## src/rtl/tt_sweep_pkg.sv

```systemverilog
// Shared types and sizing helpers for the truth-table sweeper.
package tt_sweep_pkg;

  typedef enum logic [1:0] {
    StIdle,
    StSettle,
    StSample,
    StDone
  } tt_state_e;

  // Width of the settle down-counter; covers SETTLE_CYCLES up to 255.
  localparam int unsigned CntW = 8;

  function automatic int unsigned sig_width(input int unsigned n_in);
    return 32'd1 << n_in;
  endfunction

endpackage

```

## src/rtl/tt_settle_timer.sv

```systemverilog
// Loadable down-counter; terminal_o flags the last settle cycle (count == 1).
module tt_settle_timer
  import tt_sweep_pkg::*;
(
  input  logic            clk_i,
  input  logic            rst_i,
  input  logic            load_i,
  input  logic [CntW-1:0] load_val_i,
  input  logic            dec_i,
  output logic [CntW-1:0] value_o,
  output logic            terminal_o
);

  logic [CntW-1:0] cnt_q, cnt_d;

  always_comb begin
    cnt_d = cnt_q;
    if (load_i) begin
      cnt_d = load_val_i;
    end else if (dec_i && (cnt_q != '0)) begin
      cnt_d = cnt_q - CntW'(1);
    end
  end

  always_ff @(posedge clk_i) begin
    if (rst_i) begin
      cnt_q <= '0;
    end else begin
      cnt_q <= cnt_d;
    end
  end

  assign value_o    = cnt_q;
  assign terminal_o = (cnt_q == CntW'(1));

endmodule

```

## src/rtl/truth_table_sweeper.sv

```systemverilog
// Sweeps every CUT input combination, captures the truth-table signature and compares it.
// Optional macro TT_STABILITY_CHECK_EN adds the unstable output (settle vs sample disagreement).
module truth_table_sweeper
  import tt_sweep_pkg::*;
#(
  parameter int unsigned N_IN          = 3,
  parameter int unsigned SETTLE_CYCLES = 4
) (
  input  logic                        clk,
  input  logic                        rst,
  input  logic                        start,
  input  logic [sig_width(N_IN)-1:0]  expected,
  output logic [N_IN-1:0]             dut_in,
  input  logic                        dut_out,
  output logic                        busy,
  output logic                        done,
  output logic [sig_width(N_IN)-1:0]  signature,
  output logic                        match
`ifdef TT_STABILITY_CHECK_EN
  ,
  output logic                        unstable
`endif
);

  localparam int unsigned SigW = sig_width(N_IN);
  localparam logic [N_IN-1:0] LastIdx = {N_IN{1'b1}};

  tt_state_e       state_q, state_d;
  logic [N_IN-1:0] idx_q, idx_d;
  logic [SigW-1:0] sig_q, sig_d;
  logic [SigW-1:0] exp_q, exp_d;
  logic            match_q, match_d;
  logic            tmr_load, tmr_dec, tmr_term;
  logic [CntW-1:0] tmr_value;

`ifdef TT_STABILITY_CHECK_EN
  logic settle_smp_q, settle_smp_d;
  logic unstable_q, unstable_d;
`endif

  tt_settle_timer u_timer (
    .clk_i      (clk),
    .rst_i      (rst),
    .load_i     (tmr_load),
    .load_val_i (CntW'(SETTLE_CYCLES)),
    .dec_i      (tmr_dec),
    .value_o    (tmr_value),
    .terminal_o (tmr_term)
  );

  always_comb begin
    state_d  = state_q;
    idx_d    = idx_q;
    sig_d    = sig_q;
    exp_d    = exp_q;
    match_d  = match_q;
    tmr_load = 1'b0;
    tmr_dec  = 1'b0;
`ifdef TT_STABILITY_CHECK_EN
    settle_smp_d = settle_smp_q;
    unstable_d   = unstable_q;
`endif
    unique case (state_q)
      StIdle: begin
        if (start) begin
          sig_d    = '0;
          exp_d    = expected;
          idx_d    = '0;
          match_d  = 1'b0;
          tmr_load = 1'b1;
          state_d  = StSettle;
`ifdef TT_STABILITY_CHECK_EN
          unstable_d = 1'b0;
`endif
        end
      end
      StSettle: begin
        tmr_dec = 1'b1;
        if (tmr_term) begin
          state_d = StSample;
`ifdef TT_STABILITY_CHECK_EN
          settle_smp_d = dut_out;
`endif
        end
      end
      StSample: begin
        sig_d[idx_q] = dut_out;
`ifdef TT_STABILITY_CHECK_EN
        if (dut_out != settle_smp_q) begin
          unstable_d = 1'b1;
        end
`endif
        if (idx_q == LastIdx) begin
          state_d = StDone;
`ifdef TT_STABILITY_CHECK_EN
          match_d = (sig_d == exp_q) && !unstable_d;
`else
          match_d = (sig_d == exp_q);
`endif
        end else begin
          idx_d    = idx_q + N_IN'(1);
          tmr_load = 1'b1;
          state_d  = StSettle;
        end
      end
      StDone: begin
        state_d = StIdle;
      end
      default: begin
        state_d = StIdle;
      end
    endcase
  end

  always_ff @(posedge clk) begin
    if (rst) begin
      state_q <= StIdle;
      idx_q   <= '0;
      sig_q   <= '0;
      exp_q   <= '0;
      match_q <= 1'b0;
`ifdef TT_STABILITY_CHECK_EN
      settle_smp_q <= 1'b0;
      unstable_q   <= 1'b0;
`endif
    end else begin
      state_q <= state_d;
      idx_q   <= idx_d;
      sig_q   <= sig_d;
      exp_q   <= exp_d;
      match_q <= match_d;
`ifdef TT_STABILITY_CHECK_EN
      settle_smp_q <= settle_smp_d;
      unstable_q   <= unstable_d;
`endif
    end
  end

  assign busy      = (state_q == StSettle) || (state_q == StSample);
  assign done      = (state_q == StDone);
  assign dut_in    = busy ? idx_q : '0;
  assign signature = sig_q;
  assign match     = match_q;

`ifdef TT_STABILITY_CHECK_EN
  // The flag is only presented once the sweep has finished.
  assign unstable = unstable_q && !busy;
`endif

endmodule

```

## config.mk

```make
export PLATFORM = sky130hd
export DESIGN_NAME = truth_table_sweeper
export DESIGN_NICKNAME = d
export VERILOG_FILES = /design/src/rtl/tt_sweep_pkg.sv /design/src/rtl/tt_settle_timer.sv /design/src/rtl/truth_table_sweeper.sv
export SDC_FILE = /design/constraint.sdc
export NUM_CORES = 1
export LEC_CHECK = 0
export ABC_CLOCK_PERIOD_IN_PS = 3500
export BUFFER_PORTS_ARGS = -buffer_cell sky130_fd_sc_hd__clkbuf_2
export CAP_MARGIN = 20
export CORE_UTILIZATION = 29
export DETAILED_ROUTE_END_ITERATION = 6
export GPL_TIMING_DRIVEN = 1
export SLEW_MARGIN = 30
export SYNTH_ARGS = -nofsm -noshare
export SYNTH_HDL_FRONTEND = slang
export SYNTH_SLANG_ARGS = --single-unit
export TNS_END_PERCENT = 20
```

## constraint.sdc

```tcl
create_clock -name clk -period 3.5 [get_ports clk]
set_input_delay 0.525 -clock clk [delete_from_list [all_inputs] [get_ports clk]]
set_output_delay 0.525 -clock clk [all_outputs]
set_load 0.01 [all_outputs]
```

==> results by group, run 1 <==
Synthesis
  • Mux contribution to synthesized area: 3.867%
  • Top cells by area, synth: dfxtp_1 (33%), ha_1 (6.1%), nand2_1 (5.7%), nor2_1 (5.3%), a22oi_1 (4.1%)
  • Synth Instances: 228
  • Post-synth top area share: 32.56%
  • Synth warnings: 0
  • Syn nets: between 200 and 250
  • Post-Synth Simple-Gate Area: between 20 and 30%
  • Synthesis-stage register bit count: 30
  • Top-count cell post-synth: dfxtp_1
  • Sequential share of the synthesized area: 32.56%
  • Post-Synth Adder-Cell Area: 6.106%
  • Synth cell types: 52
  • Main combinational cell family by area after synthesis: simple AND/OR/NAND/NOR gates
  • Async S/R FF share, synth: 0%
  • Cell accounting for the most synthesized area: dfxtp_1
  • Compound-Gate Fraction of Synth Area: around a fifth
  • Xor and xnor area share after synthesis: 3.799%
  • Commonest cells in the netlist: dfxtp_1 (30), nand2_1 (28), nor2_1 (26), a21oi_1 (12), a22oi_1 (10)
  • Post-synth EDFFs: 0
  • Main synth FF type: dfxtp_1
  • Synthesized area per cell: 8.089 um^2
  • Syn Std Cell Area: 0.001844 mm^2

Floorplanning
  • Initial core utilization: 30.61%
  • Core Area: between 0.006 and 0.007 mm^2
  • Die area: 0.006682 mm^2
  • Num ports: 26
  • Chip Height: 81.75 um
  • Die X: approximately 80 um
  • Row cnt: 28

STA
  • Final period util: around 63%
  • Worst slew pin tran: 0.6146 ns
  • Total negative setup slack: 0 ns
  • Max frequency: 453.7 MHz
  • Final Hold Vio Count: 0
  • Final setup fails: 0
  • RSZ-0062 raised after global routing: no
  • Fin Clk Skew: 0.004051 ns
  • Relative slew slack: 58.97%
  • Minimum clock period: approximately 2.2 ns
  • Max Slew Vio Count: 0

Clock network
  • Clk buf depth: 2
  • Clock Latency Late Sink: 0.28 ns
  • CTS Buf Count: 5
  • CTS H-tree lvls: 2
  • PostCTS Resize Cnt: 0
  • Clock root cell: clkbuf_8
  • Postcts setup bufs: 0
  • CTS Sinks: 30
  • Clk slew on worst S/H paths: 0.07 ns
  • Cts hold-fix bufs: 0
  • TritonCTS clock tree: done

Drt
  • DR vias: 1624
  • Drt drc: 0
  • DR vias/cell: around 5.0
  • DR pass1 iterations: 4
  • Iter 0 DRT Violations: 93
  • WL per Instance: between 10 and 15 um
  • Post-Route WL: 4.224 mm
  • ANT nets after route: 0

Worst setup path
  • Critical R2R Capture: match
  • R2r worst-path depth: 6
  • Crit. End Element: flop
  • WP data arrival: 2.41 ns
  • CP Launch Type: flop
  • Required time of the critical path: around 3.7 ns
  • FF-to-FF Start: idx_q[0]
  • Critical setup path kind: reg -> reg
  • Worst R2R Setup Slack: 1.30 ns
  • CP max FO: 18

Worst hold path
  • HP Class: in -> reg
  • Worst hold endpoint: exp_q[4]
  • Hold Path Depth: 3
  • HP Start: expected[4]

Place
  • HPWL after DPL: 3.095 mm
  • Count of input and output buffers: 25
  • RD Place Congestion: roughly 0.8

Final layout
  • # fillers: about 660
  • Fraction of layout cells with a size suffix above 1: 17.27%
  • Final #Nets: 269
  • Synthesis-to-layout area growth: 13.57%
  • Antenna Cells: 0

Pwr
  • VDD IR max: 276.4 uV
  • P_leak: about 0.00082 uW
  • PD cells: 563.5 mW/mm^2
  • Total Power: 1180 uW

Global route
  • First-pass GRT wire length: 7.217 mm
  • Pin count of the biggest net entering global routing: 26
  • Overall Global Routing Usage: 14.35%
  • Vias in the first global route: 1462
  • Initial antenna violation count: 0
  • Grt ovf: 0

Status
  • Status: complete, no violations

Job
  • Max cap viols: 0
## stage by stage
step | worst slack (ns) | hold slack (ns) | cell area, um^2 | std cells | util (%)
2_1_floorplan | 1.740 | 0.4516 | 1844 | 228 | -
3_3_place_gp | 1.417 | 0.4893 | 1999 | 316 | 33.18
3_5_place_dp | 1.321 | 0.4962 | 1999 | 316 | 33.18
4_1_cts | 1.304 | 0.4510 | 2095 | 324 | 34.76
5_1_grt | 1.088 | 0.4420 | 2095 | 324 | 34.76
6_report | 1.296 | 0.4592 | 2095 | 324 | 34.76
## sequential cells by signal, summed over array words and instances (netlist names)
name,flops
match,1
idx_q,3
state_q,2
signature,8
exp_q,8
u_timer.value_o,8
## worst max-delay path by stage
stage / cells after the start / from / to / slack, ns
global placement: 6 / idx_q[1] / match / 1.42
finish: 6 / idx_q[0] / match / 1.30
CTS: 6 / idx_q[0] / match / 1.30
global route: 6 / idx_q[1] / match / 1.09
detailed placement: 6 / idx_q[0] / match / 1.32
floorplan: 7 / state_q[0] / u_timer.value_o[1] / 1.74
## kinds of logic after synthesis
group | count (synthesis)
AO/OA/AOI/OAI | 53
XOR/XNOR | 8
multiplexers | 7
flip-flops | 30
AND/OR/NAND/NOR | 101
adder cells (fa/ha/maj) | 9
buffers and inverters | 20
## power breakdown
group / total, uW / leakage, uW / internal (uW) / switching (uW)
Sequential: 441 / 0.000244 / 385 / 55.6
Clock: 297 / 0.0000472 / 158 / 139
Combinational: 442 / 0.000529 / 174 / 269
## metal layers
layer  global-route usage [%]  part of all wire (%)  vias to the layer above  routed length [um]
li1                         -                     -                      855                   -
met1                    18.96                    50                      725                2094
met2                    21.40                    44                       35                1850
met3                    4.778                   4.5                        9                 191
met4                    5.439                   2.1                        0                  87
met5                        0                     0                        -                   0
## final cells by class
class	count	area (um^2)	share of cell area, %
inverters	8	30.03	1.434
clock buffers	6	82.58	3.943
repair buffers	25	125.1	5.974
well taps	75	93.84	4.480
flip-flops and latches	30	600.6	28.67
clock inverters	2	12.51	0.5974
multi-input cells	178	1150	54.90
## cells in the final DEF, fill, tap and decap left out, types with 7 or more instances in the layout
| master | count |
|---|---|
| nand2_1 | 28 |
| clkbuf_2 | 25 |
| nor2_1 | 26 |
| nor2b_1 | 7 |
| dfxtp_1 | 30 |
| inv_1 | 7 |
| ha_1 | 9 |
| o21ai_0 | 9 |
| a22oi_1 | 10 |
| a21oi_1 | 12 |
## worst max-delay path, stage by stage, from the launching register on
cell	delay (ns)
dfxtp_1	0.70
ha_1	0.26
ha_1	0.27
nand4b_1	0.13
a2111oi_1	0.40
nand4_1	0.17
o31ai_2	0.19
Note: power is estimated with default switching activity, not from simulation.
==> inputs of run 2 (changes only) <==
ABC_CLOCK_PERIOD_IN_PS = 1800   (was 3500)
clock period = 1.8 ns   (was 3.5 ns; I/O delays follow)
==> run 2 against run 1 <==
Against the previous run:
- critical path depth is the same
- combinational power grew 130%
- clock power grew 96%
- largest cell class unchanged
==> results by group, run 2 (synthesis gave the netlist of run 1 again) <==
Status
  • Status: complete, no violations

Global route
  • Pin count of the biggest net entering global routing: 24 (-7.7%)
  • First-pass GRT wire length: 7.527 mm (+4.3%)
  • Grt ovf: 0 (unchanged)
  • Overall Global Routing Usage: 14.74% (+0.39 points)
  • Initial antenna violation count: 0 (unchanged)
  • Vias in the first global route: 1539 (+5.3%)

Floorplanning
  • Core Area: 0.006026 mm^2 (unchanged)
  • Num ports: 26 (unchanged)
  • Chip Height: 81.75 um (unchanged)
  • Die area: 0.006682 mm^2 (unchanged)
  • Initial core utilization: 30.61% (unchanged)
  • Row cnt: 28 (unchanged)
  • Die X: 81.75 um (unchanged)

STA
  • Final period util: 93.99% (+31 points)
  • Relative slew slack: 69.38% (+10 points)
  • Fin Clk Skew: 0.01019 ns (+0.006143 ns)
  • Max frequency: 591.1 MHz (+30%)
  • Total negative setup slack: 0 ns (unchanged)
  • Final setup fails: 0 (unchanged)
  • Minimum clock period: 1.692 ns (-0.5124 ns)
  • Max Slew Vio Count: 0 (unchanged)
  • Worst slew pin tran: 0.4583 ns (-0.1563 ns)
  • RSZ-0062 raised after global routing: yes
  • Final Hold Vio Count: 0 (unchanged)

Clock network
  • CTS Sinks: 30 (unchanged)
  • Clk buf depth: 2 (unchanged)
  • CTS H-tree lvls: 2 (unchanged)
  • Clk slew on worst S/H paths: 0.07 ns (about the same)
  • Clock Latency Late Sink: 0.28 ns (about the same)
  • TritonCTS clock tree: done
  • Postcts setup bufs: 0 (unchanged)
  • CTS Buf Count: 5 (unchanged)
  • Clock root cell: clkbuf_8

Pwr
  • P_leak: 0.0009036 uW (+10%)
  • VDD IR max: 625.2 uV (+130%)
  • PD cells: 1084 mW/mm^2 (+92%)

Final layout
  • # fillers: 662 (+0.91%)
  • Cell area after layout: 0.002237 mm^2 (+6.8%)
  • Antenna Cells: 0 (unchanged)
  • Final #Nets: 285 (+5.9%)
  • Commonest non-fill, non-tap cell in the layout: dfxtp_1
  • Footprint of the multi-input gates: 0.001167 mm^2 (+1.5%)
  • Commonest cells after routing, fill and taps aside: dfxtp_1 (29), nand2_1 (28), nor2_1 (26)
  • Synthesis-to-layout area growth: 21.30%
  • Sequential Area: 601.8 um^2 (+0.21%)
  • Fraction of layout cells with a size suffix above 1: 23.02% (+5.7 points)

Worst setup path
  • CP max FO: 17 (-1)
  • WP data arrival: 1.90 ns (-0.51 ns)
  • Required time of the critical path: 2.01 ns (-1.70 ns)
  • CP Cell Sequence: buf_6 > and3b_2 > mux2i_1 > a2111oi_2 > nand4_1 > o31ai_2
  • FF-to-FF Start: idx_q[0]
  • Worst setup startpoint: idx_q[0]
  • CP Launch Type: flop
  • Cell family with most CP delay: compound AO/OA/AOI/OAI gates
  • WP depth: 6 (unchanged)
  • Worst R2R Setup Slack: 0.11 ns (-1.19 ns)
  • Critical R2R Capture: match
  • Critical Path Max Stage Delay: 0.35 ns (-0.35 ns)
  • R2r worst-path depth: 6 (unchanged)
  • Critical setup path kind: reg -> reg
  • Worst setup endpoint: match
  • Crit. End Element: flop
  • CP max-delay cell: dfxtp_1
  • Crit path buf inv count: 1 (+1)

Drt
  • Drt drc: 0 (unchanged)
  • Post-Route WL: 4.530 mm (+7.2%)
  • DR pass1 iterations: 4 (unchanged)
  • DR vias/cell: 4.915 (-1.9%)
  • ANT nets after route: 0 (unchanged)
  • DR vias: 1671 (+2.9%)
  • WL per Instance: 13.32 um (+2.2%)
  • Iter 0 DRT Violations: 94 (+1.1%)

Place
  • RD Place Congestion: 0.8485 (+5.3%)
  • HPWL after DPL: 3.287 mm (+6.2%)
  • Count of input and output buffers: 25 (unchanged)
  • DP Area: 0.002120 mm^2 (+6.0%)

Worst hold path
  • HP Class: in -> reg

Job
  • Max cap viols: 0 (unchanged)
==> run 2: metrics by stage <==
step / utilization (%) / instances / power [uW] / hold WS (ns) / setup WS (ns)
3_3_place_gp: 35.17 / 332 / 1822 / 0.4863 / 0.09689
2_1_floorplan: - / 228 / 1532 / 0.3391 / 0.03956
3_5_place_dp: 35.17 / 332 / 1843 / 0.4943 / 0.08420
5_1_grt: 37.13 / 340 / 2617 / 0.2212 / -0.02814
6_report: 37.13 / 340 / 2424 / 0.2074 / 0.1081
4_1_cts: 36.69 / 340 / 2430 / 0.2035 / 0.05799
==> run 2: worst register-to-register path: cells and delay by family, from the launching register on <==
family / cells / cell delay (ns)
AO/OA/AOI/OAI: 2 / 0.52
buffers and inverters: 1 / 0.18
flip-flops: 1 / 0.35
multiplexers: 1 / 0.14
AND/OR/NAND/NOR: 2 / 0.43
==> run 2: cell type report <==
cell class                 count  area share [%]
multi-input combinational    178           52.18
sequential                    30           26.90
timing repair buffer          41           11.30
inverter                       8           1.342
clock inverter                 1          0.2237
clock buffer                   7           3.859
tap                           75           4.195
==> run 2: layer usage <==
layer / track usage [%] / wire [um] / vias up / share of wire [%]
li1: - / - / 878 / -
met1: 20.00 / 2233 / 760 / 49
met2: 23.64 / 2088 / 29 / 46
met3: 3.333 / 170 / 4 / 3.8
met4: 3.158 / 38 / 0 / 0.84
met5: 0 / 0 / - / 0
==> run 2: report_power, final <==
part           total, uW  switching (uW)  internal [uW]
Combinational       1010             578            433
Sequential           832            83.2            749
Clock                581             273            309
Total               2420             935           1490
==> run 2: worst min path at each step <==
stage	from	endpoint	slack (ns)	cells after the start
3_5_place_dp	exp_q[3]	exp_q[3]	0.49	2
6_report	expected[6]	exp_q[6]	0.21	3
4_1_cts	expected[6]	exp_q[6]	0.20	3
5_1_grt	expected[2]	exp_q[2]	0.22	3
3_3_place_gp	exp_q[2]	exp_q[2]	0.49	2
2_1_floorplan	rst	exp_q[6]	0.34	1
==> run 2: repair_timing <==
| action | CTS | global route |
|---|---|---|
| resized for setup | 0 | 7 |
| hold buffers | 0 | 0 |
| endpoints found under the setup margin | 0 | 7 |
